File: src/rtl/decode_stage.sv
// ID stage: regfile read with WB bypass, immediate generation, load-use stall, ID/EX register.
// One cycle ID to ID/EX; the in-flight word is held locally while fetch is stalled.
module decode_stage #(
  parameter logic [31:0] RESET_PC = 32'h4000_0000,
  parameter logic [31:0] NOP_INST = 32'h0000_0000
) (
  input  logic        clk,
  input  logic        reset_n,
  input  logic [31:0] ifid_pc,
  input  logic [31:0] imem_dout,
  input  logic        id_flush,
  input  logic        ext_stall,
  input  logic [31:0] rf_rs1_data,
  input  logic [31:0] rf_rs2_data,
  input  logic        wb_we,
  input  logic [4:0]  wb_rd,
  input  logic [31:0] wb_data,
  output logic [4:0]  rf_rs1_addr,
  output logic [4:0]  rf_rs2_addr,
  output logic        if_stall,
  output logic        idex_valid,
  output logic [31:0] idex_pc,
  output logic [31:0] idex_inst,
  output logic [31:0] idex_rs1_data,
  output logic [31:0] idex_rs2_data,
  output logic [31:0] idex_imm
);

  localparam logic [6:0] OP_LUI    = 7'b0110111;
  localparam logic [6:0] OP_AUIPC  = 7'b0010111;
  localparam logic [6:0] OP_JAL    = 7'b1101111;
  localparam logic [6:0] OP_JALR   = 7'b1100111;
  localparam logic [6:0] OP_BRANCH = 7'b1100011;
  localparam logic [6:0] OP_LOAD   = 7'b0000011;
  localparam logic [6:0] OP_STORE  = 7'b0100011;
  localparam logic [6:0] OP_IMM    = 7'b0010011;
  localparam logic [6:0] OP_REG    = 7'b0110011;
  localparam logic [6:0] OP_SYSTEM = 7'b1110011;

  logic        valid_q;
  logic [31:0] pc_q, inst_q, rs1_q, rs2_q, imm_q;
  logic        hold_valid_q;
  logic [31:0] hold_inst_q;

  logic [31:0] cur_inst;
  logic [6:0]  opcode;
  logic [4:0]  rs1, rs2, ex_rd;
  logic        rs1_used, rs2_used, hazard;
  logic [31:0] rs1_d, rs2_d, imm_d;

  assign cur_inst    = hold_valid_q ? hold_inst_q : imem_dout;
  assign opcode      = cur_inst[6:0];
  assign rs1         = cur_inst[19:15];
  assign rs2         = cur_inst[24:20];
  assign rf_rs1_addr = rs1;
  assign rf_rs2_addr = rs2;

  assign rs1_used = !(opcode == OP_LUI || opcode == OP_AUIPC || opcode == OP_JAL);
  assign rs2_used = (opcode == OP_REG) || (opcode == OP_STORE) || (opcode == OP_BRANCH);

  assign ex_rd  = inst_q[11:7];
  assign hazard = valid_q && (inst_q[6:0] == OP_LOAD) && (ex_rd != 5'd0) &&
                  ((rs1_used && ex_rd == rs1) || (rs2_used && ex_rd == rs2));

  assign if_stall = (hazard || ext_stall) && !id_flush;

  // Same-cycle writeback wins over the stale regfile value; x0 is forced to zero.
  always_comb begin
    rs1_d = rf_rs1_data;
    rs2_d = rf_rs2_data;
    if (wb_we && wb_rd != 5'd0 && wb_rd == rs1) rs1_d = wb_data;
    if (wb_we && wb_rd != 5'd0 && wb_rd == rs2) rs2_d = wb_data;
    if (rs1 == 5'd0) rs1_d = 32'd0;
    if (rs2 == 5'd0) rs2_d = 32'd0;
  end

  always_comb begin
    imm_d = 32'd0;
    case (opcode)
      OP_LOAD, OP_IMM, OP_JALR, OP_SYSTEM:
        imm_d = {{20{cur_inst[31]}}, cur_inst[31:20]};
      OP_STORE:
        imm_d = {{20{cur_inst[31]}}, cur_inst[31:25], cur_inst[11:7]};
      OP_BRANCH:
        imm_d = {{19{cur_inst[31]}}, cur_inst[31], cur_inst[7], cur_inst[30:25],
                 cur_inst[11:8], 1'b0};
      OP_LUI, OP_AUIPC:
        imm_d = {cur_inst[31:12], 12'd0};
      OP_JAL:
        imm_d = {{11{cur_inst[31]}}, cur_inst[31], cur_inst[19:12], cur_inst[20],
                 cur_inst[30:21], 1'b0};
      default:
        imm_d = 32'd0;
    endcase
  end

  always_ff @(posedge clk or negedge reset_n) begin
    if (!reset_n) begin
      valid_q      <= 1'b0;
      pc_q         <= RESET_PC;
      inst_q       <= NOP_INST;
      rs1_q        <= 32'd0;
      rs2_q        <= 32'd0;
      imm_q        <= 32'd0;
      hold_valid_q <= 1'b0;
      hold_inst_q  <= 32'd0;
    end else if (id_flush) begin
      valid_q      <= 1'b0;
      pc_q         <= ifid_pc;
      inst_q       <= NOP_INST;
      rs1_q        <= 32'd0;
      rs2_q        <= 32'd0;
      imm_q        <= 32'd0;
      hold_valid_q <= 1'b0;
    end else if (ext_stall || hazard) begin
      // ext_stall freezes ID/EX entirely; a bare hazard injects a bubble.
      if (!ext_stall) begin
        valid_q <= 1'b0;
        pc_q    <= ifid_pc;
        inst_q  <= NOP_INST;
        rs1_q   <= 32'd0;
        rs2_q   <= 32'd0;
        imm_q   <= 32'd0;
      end
      if (!hold_valid_q) begin
        hold_inst_q  <= imem_dout;
        hold_valid_q <= 1'b1;
      end
    end else begin
      valid_q      <= 1'b1;
      pc_q         <= ifid_pc;
      inst_q       <= cur_inst;
      rs1_q        <= rs1_d;
      rs2_q        <= rs2_d;
      imm_q        <= imm_d;
      hold_valid_q <= 1'b0;
    end
  end

  assign idex_valid    = valid_q;
  assign idex_pc       = pc_q;
  assign idex_inst     = inst_q;
  assign idex_rs1_data = rs1_q;
  assign idex_rs2_data = rs2_q;
  assign idex_imm      = imm_q;

endmodule

File: config.mk
export PLATFORM = sky130hd
export DESIGN_NAME = decode_stage
export DESIGN_NICKNAME = d
export VERILOG_FILES = /design/src/rtl/decode_stage.sv
export SDC_FILE = /design/constraint.sdc
export NUM_CORES = 1
export LEC_CHECK = 0
export BUFFER_PORTS_ARGS = -buffer_cell sky130_fd_sc_hd__buf_2
export CORE_ASPECT_RATIO = 2
export CORE_MARGIN = 2
export CORE_UTILIZATION = 50
export DETAILED_ROUTE_END_ITERATION = 6
export GPL_TIMING_DRIVEN = 0
export PLACE_DENSITY_LB_ADDON = 0.08
export SETUP_SLACK_MARGIN = 0.1
export SYNTH_ARGS = -nofsm -noshare
export SYNTH_HDL_FRONTEND = slang
export SYNTH_SLANG_ARGS = --single-unit
export TNS_END_PERCENT = 1
File: constraint.sdc
create_clock -name clk -period 2.9 [get_ports clk]
set_input_delay 0.29 -clock clk [delete_from_list [all_inputs] [get_ports clk]]
set_output_delay 0.29 -clock clk [all_outputs]
set_load 0.1 [all_outputs]
; After elaboration in Yosys (flattened, before gate mapping)
; Index checks and enable logic that the tools add are counted.
[totals]
register_bits = 194
latch_bits = 0
mem_bits_rw = 0
mem_bits_ro = 0
wordCells = 72
memories = 0
[classes]
add_sub_neg = 0
mul = 0
n_div = 0
magnitude_cmp = 0
eq_ne = 16
n_shift = 0
mux = 23
bitwise = 1
n_reduce_logical = 24
[op_table]
columns = operator, n
row1 = 2-to-1 mux 32 bit, 17
row2 = one-hot mux 32 bit (5 select lines), 1
row3 = == test 7 bit (second input constant), 4
row4 = == test 7 x 6 -> 1 bit (second input constant), 3
row5 = == test 5 bit, 4
row6 = == test 7 x 2 -> 1 bit (second input constant), 2
row7 = == test 7 x 5 -> 1 bit (second input constant), 2
row8 = logical NOT 5 bit, 2
row9 = nonzero test 5 bit, 2
row10 = logical AND 1 bit, 9
row11 = logical OR 1 bit, 6
row12 = 2-to-1 mux 1 bit, 5
row13 = OR reduction 4 bit, 1
row14 = inequality test 3 bit (second input constant), 1
row15 = logical NOT 1 bit, 2
row16 = AND reduction 2 bit, 1
row17 = OR reduction 2 bit, 1
row18 = inverter 1 bit, 1

; Depth between registers and ports, before layout
; Gate-level depths: netlist of the first run.
[depth]
word_depth = 11
mapped_depth = 12
ltp_nobuf = 7

; Least setup slack after synthesis of the first run
; Ideal clock, no wire load.
[synth_path]
kind = register -> register
startpoint = register inst_q[1], in the netlist idex_inst[1]
endpoint = register hold_inst_q[21]
setup_time_ns = 0.128
arrival_ns = 2.762
setup_slack_ns = 0.010
stages_incl_launch_ff = 9
n_path_buf = 2
cell_sequence = dfrtp_1 > or4b_2 > nor4_1 > o21ai_0 > a211oi_1 > or2_1 > buf_4 > buf_6 > mux2_1
[synth_between]
elab_chain_cells = 6
[synth_lines]
columns = element, line
row1 = from (decl), 41  ; logic [31:0] pc_q, inst_q, rs1_q, rs2_q, imm_q;
row2 = from (signal assigned), 132  ; inst_q <= cur_inst;
row3 = == test 7 x 2 -> 1 bit, 62  ; assign hazard = valid_q && (inst_q[6:0] == OP_LOAD) && (ex_rd != 5'd0) &&
row4 = logical AND 1 bit (3 in series), 62
row5 = logical OR 1 bit, 115  ; end else if (ext_stall || hazard) begin
row6 = AND reduction 2 bit (no line), n/a
row7 = to (signal assigned), 126  ; hold_inst_q <= imem_dout;
row8 = to (decl), 43  ; logic [31:0] hold_inst_q;
; Every way passes these cells.
; A chain may end at the register's enable or synchronous reset.

; Worst setup path after layout of the first run
[layout_path]
startpoint = register hold_valid_q
endpoint = output port if_stall
[layout_between]
elab_chain_cells = 10
word_cells_on_any_way = 20
cone_classes = 8 x eq/ne / 1 x mux / 11 x reduce/logical
[layout_lines]
columns = element, line
row1 = from (decl), 42  ; logic hold_valid_q;
row2 = from (signal assigned), 105  ; hold_valid_q <= 1'b0;
row3 = from (signal assigned), 114  ; hold_valid_q <= 1'b0;
row4 = from (signal assigned), 127  ; hold_valid_q <= 1'b1;
row5 = 2-to-1 mux 32 bit *, n/a
row6 = == test 7 x 6 -> 1 bit / == test 7 x 5 -> 1 bit (equally long branches), 58  ; assign rs1_used = !(opcode == OP_LUI || opcode == OP_AUIPC || opcode == OP_JAL);
row7 = logical OR 1 bit (2 in series), 58
row8 = logical NOT 1 bit, 58
row9 = logical AND 1 bit, 63  ; ((rs1_used && ex_rd == rs1) || (rs2_used && ex_rd == rs2));
row10 = logical OR 1 bit *, 63
row11 = logical AND 1 bit *, 62
row12 = logical OR 1 bit *, 65  ; assign if_stall = (hazard || ext_stall) && !id_flush;
row13 = logical AND 1 bit *, 65
row14 = to (decl), 20  ; output logic if_stall,
; Every way passes the cells marked *; elsewhere a longest branch is shown, timed or not.

==> results of run 1 <==
## metal layers
layer,track usage (%),wire [um],up-vias
li1,-,-,3705
met1,31.02,10160,3979
met2,55.00,17040,356
met3,6.106,1870,65
met4,15.05,1329,0
met5,0,0,-
## final cells by class
| class | instances | area [um2] |
|---|---|---|
| clock inverter | 10 | 123.9 |
| antenna | 3 | 7.507 |
| tap | 255 | 319.1 |
| buffer | 73 | 495.5 |
| multi-input combinational | 509 | 4395 |
| timing repair buffer | 364 | 1976 |
| inverter | 22 | 82.58 |
| clock buffer | 22 | 474.2 |
| fill | 1597 | 6100 |
| sequential | 194 | 4860 |
## repair_timing
action | CTS | global route
setup endpoints to repair | 163 | 147
hold buffers | 1 | 0
resized for setup | 39 | 6
setup buffers | 20 | 0
cloned | 2 | 0
pin swaps | 8 | 1
hold endpoints to repair | 86 | 0
## cells in the mapped netlist (6+ instances only)
| master | count |
|---|---|
| a22oi_1 | 7 |
| buf_6 | 12 |
| nor4_1 | 6 |
| nor2_1 | 22 |
| o21ai_2 | 10 |
| clkbuf_1 | 35 |
| or3_1 | 20 |
| buf_4 | 12 |
| a32o_1 | 65 |
| mux2_4 | 10 |
| inv_1 | 22 |
| nand2_1 | 54 |
| mux2i_1 | 32 |
| dfrtp_1 | 193 |
| nand3b_1 | 10 |
| buf_2 | 9 |
| nor3_1 | 7 |
| o21ai_0 | 19 |
| a21oi_1 | 46 |
| a22o_1 | 10 |
| xnor2_1 | 20 |
| mux2_1 | 49 |
| mux2_2 | 66 |
## worst paths after layout
kind                                   start                 to  slack, ps  depth (start not counted)
worst min register to register  idex_imm[12]       idex_imm[12]        480                          2
worst max-delay path            hold_valid_q           if_stall       -180                         12
worst min-delay path             ifid_pc[11]        idex_pc[11]         80                          2
max in group asynchronous            reset_n       idex_imm[13]       1460                          3
min in group asynchronous            reset_n  idex_rs1_data[17]        440                          2
worst max register to register  hold_valid_q  idex_rs1_data[17]       -110                         12
## cells by family (layout without fill, tap and decap cells)
group	count (synthesis)	count (layout)	share of synthesized area (%)
compound gates	175	175	14.12
xor+xnor	21	21	1.907
buf+inv	95	491	5.553
flops	194	194	50.36
mux	164	164	19.76
other cells	0	3	0
simple gates	149	149	8.304
## registers in the layout, indices dropped and copies added (netlist names)
register / cells
hold_valid_q: 1
idex_inst: 32
idex_rs1_data: 32
idex_valid: 1
hold_inst_q: 32
idex_imm: 32
idex_rs2_data: 32
idex_pc: 32
## power groups by stage
stage	Combinational [mW]	Sequential [mW]	Clock, mW
6_report	2.37	3.08	2.41
5_1_grt	2.48	3.11	2.55
3_5_place_dp	2.28	3.12	0
2_1_floorplan	0.777	4.06	0
4_1_cts	2.37	3.08	2.45
3_3_place_gp	2.25	3.11	0
==> flow_summary.json, run 1 <==
{
  "max_slew.worst_pin.slew_ps": 876.7,
  "fp.dieW_um": 102.2,
  "synth-edff-count": 0,
  "cts_max_level": 4,
  "synth_top_area_cell": "dfrtp_1",
  "grt-ovfl-total": 0,
  "crit_required_ps": 2610,
  "clkLatencyLatePin_ps": 430,
  "seq_area_frac_synth_pct": 50.36,
  "period_needed_ps": 3079,
  "ys_seq_elements": 194,
  "crit_slowest_cell": "dfrtp_1",
  "postRouteAntennaNets": 0,
  "worst_path_most_repeated_cell": "buf_6",
  "path_clk_slew_ps": 70,
  "setup-tns-final_ps": -4223,
  "cts.sinks": 194,
  "synth_top_cell_area_share_pct": 50.08,
  "grt_max_degree": 108,
  "power_frac_comb_pct": 30.1,
  "wirelength_mm": 30.40,
  "switching_share_pct": 37.58,
  "holdWs_ps": 81.75,
  "p_seq_share_pct": 39.2,
  "crit_family": "buffers and inverters",
  "coreArea_um2": 18830,
  "cts_root_buffer": "clkbuf_16",
  "dr.pass1.iters": 5,
  "rsz0062_at_grt": "true",
  "power_mw": 7.868,
  "io_pins": 342,
  "synth_area_um2": 9643,
  "dpl.hpwl_mm": 23.04,
  "setup_violations": 61,
  "cts_tree": "built",
  "crit_path_max_incr_delay_ps": 380,
  "clk_path_buf_depth": 2,
  "finClkSkew_ps": 11.48,
  "port_buffers": 340,
  "fp.dieH_um": 200.4,
  "status": "finished, violations left",
  "final_cell_mix": "buf_2 (344), dfrtp_1 (190), mux2_2 (65), a32o_1 (65), nand2_1 (54)",
  "cp-start-kind": "flip-flop",
  "dp.cells": 1394,
  "arrival_ps": 2790,
  "final_cell_area_um2": 12730,
  "maxCapViolCount": 0,
  "yosys_most_used_dff": "dfrtp_1",
  "nNetsFinal": 1351,
  "start_util_pct": 51.20,
  "synth.distinct_cells": 57,
  "netlist_top_cells_area": "dfrtp_1 (50%), mux2_2 (7.7%), a32o_1 (6.7%)",
  "placed_cell_area_um2": 11710,
  "via_count": 8105,
  "netlist_instances": 798,
  "final.setup.worst_slack_ps": -179.1,
  "syn-num-nets": 968,
  "critical_path_class": "reg -> out",
  "final_util_pct": 67.61,
  "slew_violations": 0,
  "power_density_nw_per_um2": 617.9,
  "place_ws_ps": -663.2,
  "grtUsageTotal_pct": 29.94,
  "drive_gt1_share_pct": 46.23,
  "p_switching_mw": 2.957,
  "cts_buffers": 17,
  "grt_pass1_wl_mm": 46.26,
  "avgSynthCellArea_um2": 12.08,
  "post-route-period-util_pct": 106.2,
  "synth_async_sr_flop_share_pct": 100.0,
  "path_max_fanout": 4,
  "route.detailed.drc": 0,
  "final_common_cell": "buf_2",
  "antenna_found_initial": 3,
  "cp_num_buf_inv": 6,
  "end_kind": "output pin",
  "fmax_ghz": 0.3248,
  "drt_iter0_drc": 369,
  "gp_congestion": 0.8937,
  "hp-class": "in -> reg",
  "hold_violations": 0,
  "clockPowerShare_pct": 30.7,
  "crit_chain": "buf_6 > buf_4 > mux2_4 > nor4_2 > o211a_1 > buf_6 > nand3b_4 > a211oi_2 > or2_1 > buf_6 > buf_12 > buf_12",
  "relSlewSlack_pct": 41.34,
  "peakVddDrop_mv": 0.4279,
  "syn2layout_area_growth_pct": 32.05,
  "die_area_um2": 20480,
  "instances_no_fill": 1452,
  "grt_pass1_vias": 8387,
  "wl_per_cell_um": 20.94,
  "yosysWarnings": 0,
  "p_int_mw": 4.912,
  "rows": 71,
  "leakagePower_nw": 6.120,
  "violations": "setup timing",
  "vias_per_cell": 5.582
}
Note: power is estimated with default switching activity, not from simulation.
==> inputs of run 2 (changes only) <==
--- a/config.mk
+++ b/config.mk
@@ -10,3 +10,3 @@
 export CORE_MARGIN = 2
-export CORE_UTILIZATION = 50
+export CORE_UTILIZATION = 40
 export DETAILED_ROUTE_END_ITERATION = 6
==> constraint.sdc (replaced) <==
create_clock -name clk -period 3.8 [get_ports clk]
set_input_delay 0.19 -clock clk [delete_from_list [all_inputs] [get_ports clk]]
set_output_delay 0.19 -clock clk [all_outputs]
set_load 0.1 [all_outputs]
==> flow_summary.json, run 2 (synthesis results as in run 1) <==
{
  "status": "completed",
  "final_common_cell": "buf_2",
  "arrival_ps": 3310,
  "wirelength_mm": 32.01,
  "grt_util_met3_pct": 5.898,
  "grt_max_degree": 114,
  "grt.busiest_layer": "met2",
  "hold_violations": 0,
  "start_util_pct": 40.48,
  "setup_violations": 0,
  "antenna_found_initial": 3,
  "dp.cells": 1426,
  "placed_cell_area_um2": 11740,
  "gp_congestion": 0.8377,
  "crit_required_ps": 3610,
  "rsz0062_at_grt": "false",
  "crit_family": "buffers and inverters",
  "syn2layout_area_growth_pct": 32.06,
  "end_kind": "output pin",
  "clk_path_buf_depth": 2,
  "fp.dieH_um": 223.6,
  "instances_no_fill": 1496,
  "period_needed_ps": 3502,
  "final_cell_mix": "buf_2 (347), dfrtp_1 (193), mux2_2 (66), a32o_1 (65), nand2_1 (54)",
  "path_clk_slew_ps": 70,
  "drive_gt1_share_pct": 43.03,
  "finClkSkew_ps": 9.327,
  "route.detailed.drc": 0,
  "cts.sinks": 194,
  "leakagePower_nw": 6.110,
  "grt_pass1_wl_mm": 47.98,
  "critical_path_class": "reg -> out",
  "fill_cells": 2167,
  "relSlewSlack_pct": 37.40,
  "cts_root_buffer": "clkbuf_16",
  "drt_iter0_drc": 437,
  "rows": 80,
  "wl_per_cell_um": 21.40,
  "slew_violations": 0,
  "cts_tree": "built",
  "fmax_ghz": 0.2855,
  "cp_num_buf_inv": 5,
  "io_pins": 342,
  "max_slew.worst_pin.slew_ps": 935.6,
  "cts_buffers": 17,
  "nNetsFinal": 1363,
  "crit_chain": "buf_6 > mux2i_1 > nor3_1 > o211a_1 > buf_4 > nand3b_4 > a211oi_1 > or2_1 > buf_4 > buf_6 > buf_6",
  "crit_path_max_incr_delay_ps": 590,
  "fp.dieW_um": 113.8,
  "vias_per_cell": 5.344,
  "crit_slowest_cell": "mux2i_1",
  "path_max_fanout": 11,
  "postRouteAntennaNets": 0,
  "final_cell_area_um2": 12730,
  "maxCapViolCount": 0,
  "final_util_pct": 53.46,
  "port_buffers": 340,
  "gr-usage-met1_pct": 25.46,
  "grt-ovfl-total": 0,
  "dr.pass1.iters": 4,
  "via_count": 7994,
  "peakVddDrop_mv": 0.3211,
  "die_area_um2": 25440,
  "met2_usage_pct": 48.58,
  "cts_max_level": 4,
  "grtUsageTotal_pct": 25.28,
  "grt_pass1_vias": 8402,
  "hp-class": "in -> reg",
  "dpl.hpwl_mm": 24.73,
  "cp-start-kind": "flip-flop",
  "worst_path_most_repeated_cell": "buf_6",
  "clkLatencyLatePin_ps": 450,
  "power_density_nw_per_um2": 474.6,
  "coreArea_um2": 23820,
  "post-route-period-util_pct": 92.16
}
[run 2: cell types whose count changed in the layout (fill, tap and decap cells not counted), sizes merged]
cell / previous run / this run
inv: 24 / 23
clkinv: 4 / 2
buf: 401 / 381
clkinvlp: 2 / 5
clkbuf: 57 / 56
dlygate4sd3: 1 / 33
bufinv: 2 / 3
[run 2: path summary, 6_finish.rpt]
path                            slack [ps]  cells after the start          start                 to
worst min-delay path                    90                      3  imem_dout[26]    hold_inst_q[26]
max in group asynchronous             2370                      3        reset_n     hold_inst_q[1]
worst max-delay path                   300                     11   hold_valid_q           if_stall
worst max register to register         600                     10   hold_valid_q  idex_rs2_data[14]
min in group asynchronous              290                      2        reset_n  idex_rs2_data[22]
worst min register to register         480                      2   idex_imm[30]       idex_imm[30]
[run 2: cell type report]
| type | instances | area (um2) | share of cell area [%] |
|---|---|---|---|
| flip-flops and latches | 194 | 4856 | 38.13 |
| multi-input cells | 509 | 4255 | 33.42 |
| repair buffers | 376 | 2091 | 16.42 |
| clock buffers | 21 | 480.5 | 3.773 |
| plain buffers | 73 | 452.9 | 3.557 |
| well taps | 287 | 359.1 | 2.820 |
| clock inverters | 11 | 150.1 | 1.179 |
| inverters | 22 | 82.58 | 0.6485 |
| diodes | 3 | 7.507 | 0.05895 |
[run 2: per-layer routing]
layer | up-vias | routed length (um)
met5 | - | 0
met4 | 0 | 1008
met3 | 38 | 1870
met2 | 300 | 18210
met1 | 3934 | 10920
li1 | 3722 | -
[run 2: per-stage QoR]
step                      TNS [ps]  total power, mW  setup slack, ps  hold slack (ps)
after global routing             0            6.292            136.5            100.7
after detailed placement         0            4.139            314.7            233.5
after global placement     -174290            4.115           -934.2            420.6
after floorplan                  0            3.688            910.4           -105.6
after CTS                        0            6.113            166.2            75.16
final                            0            6.044            298.0            89.31
[run 2: timing repair]
item | in CTS | in global routing
gates resized for setup | 2 | 1
endpoints found under the hold margin | 112 | 0
hold buffers | 33 | 0
endpoints found under the setup margin | 1 | 1
buffers inserted | 0 | 2
cloned | 0 | 0
[run 2: power breakdown]
group	internal, mW	switching, mW
Combinational	0.459	1.32
Sequential	2.24	0.110
Clock	1.11	0.817
Total	3.80	2.24
[run 2: worst min-delay path: cells and delay by family]
family | cells | cell delay, ps
buf+inv | 1 | 90
mux | 2 | 220
==> inputs of run 3 (changes only) <==
Settings changed: PLACE_DENSITY_LB_ADDON 0.08 to 0.05.
==> flow_summary.json, run 3 (synthesis results as in run 1) <==
{
  "status": "completed",
  "place_ws_ps": 339.2,
  "path_max_fanout": 11,
  "r2r-start": "hold_valid_q",
  "final.setup.worst_slack_ps": 365.8,
  "rows": 80,
  "route.detailed.drc": 0,
  "fp.dieH_um": 223.6,
  "nNetsFinal": 1361,
  "grt_util_met3_pct": 6.602,
  "power_density_nw_per_um2": 479.9,
  "grt_max_degree": 109,
  "postRouteAntennaNets": 0,
  "crit_end": "if_stall",
  "drive_gt1_share_pct": 42.77,
  "io_pins": 342,
  "max_slew.worst_pin.slew_ps": 896.6,
  "met2_usage_pct": 47.50,
  "grt_pass1_vias": 8210,
  "hold_violations": 0,
  "cts_max_level": 4,
  "leakagePower_nw": 6.115,
  "fill_cells": 2197,
  "cp-start-kind": "flip-flop",
  "end_kind": "output pin",
  "dpl.hpwl_mm": 24.62,
  "arrival_ps": 3240,
  "relSlewSlack_pct": 40.23,
  "period_needed_ps": 3434,
  "drt_iter0_drc": 441,
  "cts_root_buffer": "clkbuf_16",
  "post-route-period-util_pct": 90.37,
  "startpoint": "hold_valid_q",
  "grtUsageTotal_pct": 24.80,
  "setup_violations": 0,
  "reg2reg_depth": 11,
  "grt_pass1_wl_mm": 46.98,
  "wl_per_cell_um": 21.10,
  "rr_endpoint": "idex_rs2_data[8]",
  "coreArea_um2": 23820,
  "cts_tree": "built",
  "path_clk_slew_ps": 70,
  "gr-usage-met1_pct": 24.69,
  "final_cell_area_um2": 12730,
  "via_count": 7951,
  "peakVddDrop_mv": 0.3360,
  "final_cell_mix": "buf_2 (347), dfrtp_1 (193), mux2_2 (66), a32o_1 (65), nand2_1 (54)",
  "clkLatencyLatePin_ps": 450,
  "r2r_slack_ps": 690,
  "grt-ovfl-total": 0,
  "dr.pass1.iters": 5,
  "crit_required_ps": 3610,
  "rsz0062_at_grt": "false",
  "wirelength_mm": 31.50,
  "critical_path_class": "reg -> out",
  "cts_buffers": 17,
  "vias_per_cell": 5.326,
  "gp_congestion": 0.8371,
  "finClkSkew_ps": 8.847,
  "placed_cell_area_um2": 11740,
  "start_util_pct": 40.48,
  "hp-class": "in -> reg",
  "slew_violations": 0,
  "clk_path_buf_depth": 2,
  "maxCapViolCount": 0,
  "syn2layout_area_growth_pct": 32.06,
  "final_common_cell": "buf_2",
  "antenna_found_initial": 3,
  "port_buffers": 340,
  "grt.busiest_layer": "met2",
  "fp.dieW_um": 113.8,
  "fmax_ghz": 0.2912,
  "cts.sinks": 194,
  "die_area_um2": 25440
}
==> run 3: layout make-up <==
class / instances / area [um2] / share of cell area, %
clock inverters: 13 / 206.4 / 1.621
plain buffers: 73 / 452.9 / 3.557
diodes: 2 / 5.005 / 0.03930
flip-flops and latches: 194 / 4856 / 38.13
clock buffers: 19 / 432.9 / 3.399
well taps: 287 / 359.1 / 2.820
inverters: 22 / 82.58 / 0.6485
multi-input cells: 509 / 4264 / 33.48
repair buffers: 374 / 2076 / 16.30
==> run 3: timing repair <==
| item | CTS | global route |
|---|---|---|
| resized for setup | 3 | 1 |
| buffers inserted | 0 | 0 |
| hold endpoints to repair | 138 | 0 |
| gates cloned | 0 | 0 |
| hold buffers | 33 | 0 |
| pin swaps | 0 | 0 |
| setup endpoints to repair | 1 | 1 |
==> run 3: metrics by stage <==
step	util, %	total power, mW	TNS [ps]	hold WS, ps	std cells
CTS	53.42	6.183	0	71.51	1491
global placement	49.13	4.120	-179000	420.2	1425
finish	53.46	6.111	0	88.01	1493
detailed placement	49.29	4.141	0	321.6	1426
global route	53.46	6.347	0	96.35	1493
floorplan	-	3.688	0	-105.6	798
==> run 3: critical path: stages, from the launching register on <==
cell and delay, ps:
dfrtp_1 340, buf_6 140, buf_12 180, buf_12 170, mux2i_1 450, xnor2_1 130
nor3_2 270, nand3b_4 110, a211oi_1 220, or2_1 130, buf_4 170, buf_6 210
buf_6 250
==> run 3: worst min-delay path by stage <==
stage	endpoint	depth (start not counted)	from	slack (ps)
after global routing	idex_rs2_data[25]	3	rf_rs2_data[25]	100
after detailed placement	idex_rs2_data[26]	1	reset_n	320
final	hold_inst_q[28]	3	imem_dout[28]	90
after floorplan	hold_inst_q[0]	0	reset_n	-110
after global placement	idex_pc[26]	2	ifid_pc[26]	420
after CTS	hold_inst_q[27]	3	imem_dout[27]	70
==> run 3: per-layer routing <==
metal | vias to the layer above | routed length [um]
li1 | 3723 | -
met4 | 2 | 1011
met1 | 3908 | 10840
met2 | 273 | 17860
met5 | - | 11
met3 | 45 | 1773
==> run 3: power by group <==
| group | switching (mW) | total, mW | internal (mW) |
|---|---|---|---|
| Combinational | 1.32 | 1.78 | 0.457 |
| Clock | 0.822 | 1.99 | 1.17 |
| Sequential | 0.107 | 2.34 | 2.24 |
| Total | 2.25 | 6.11 | 3.86 |
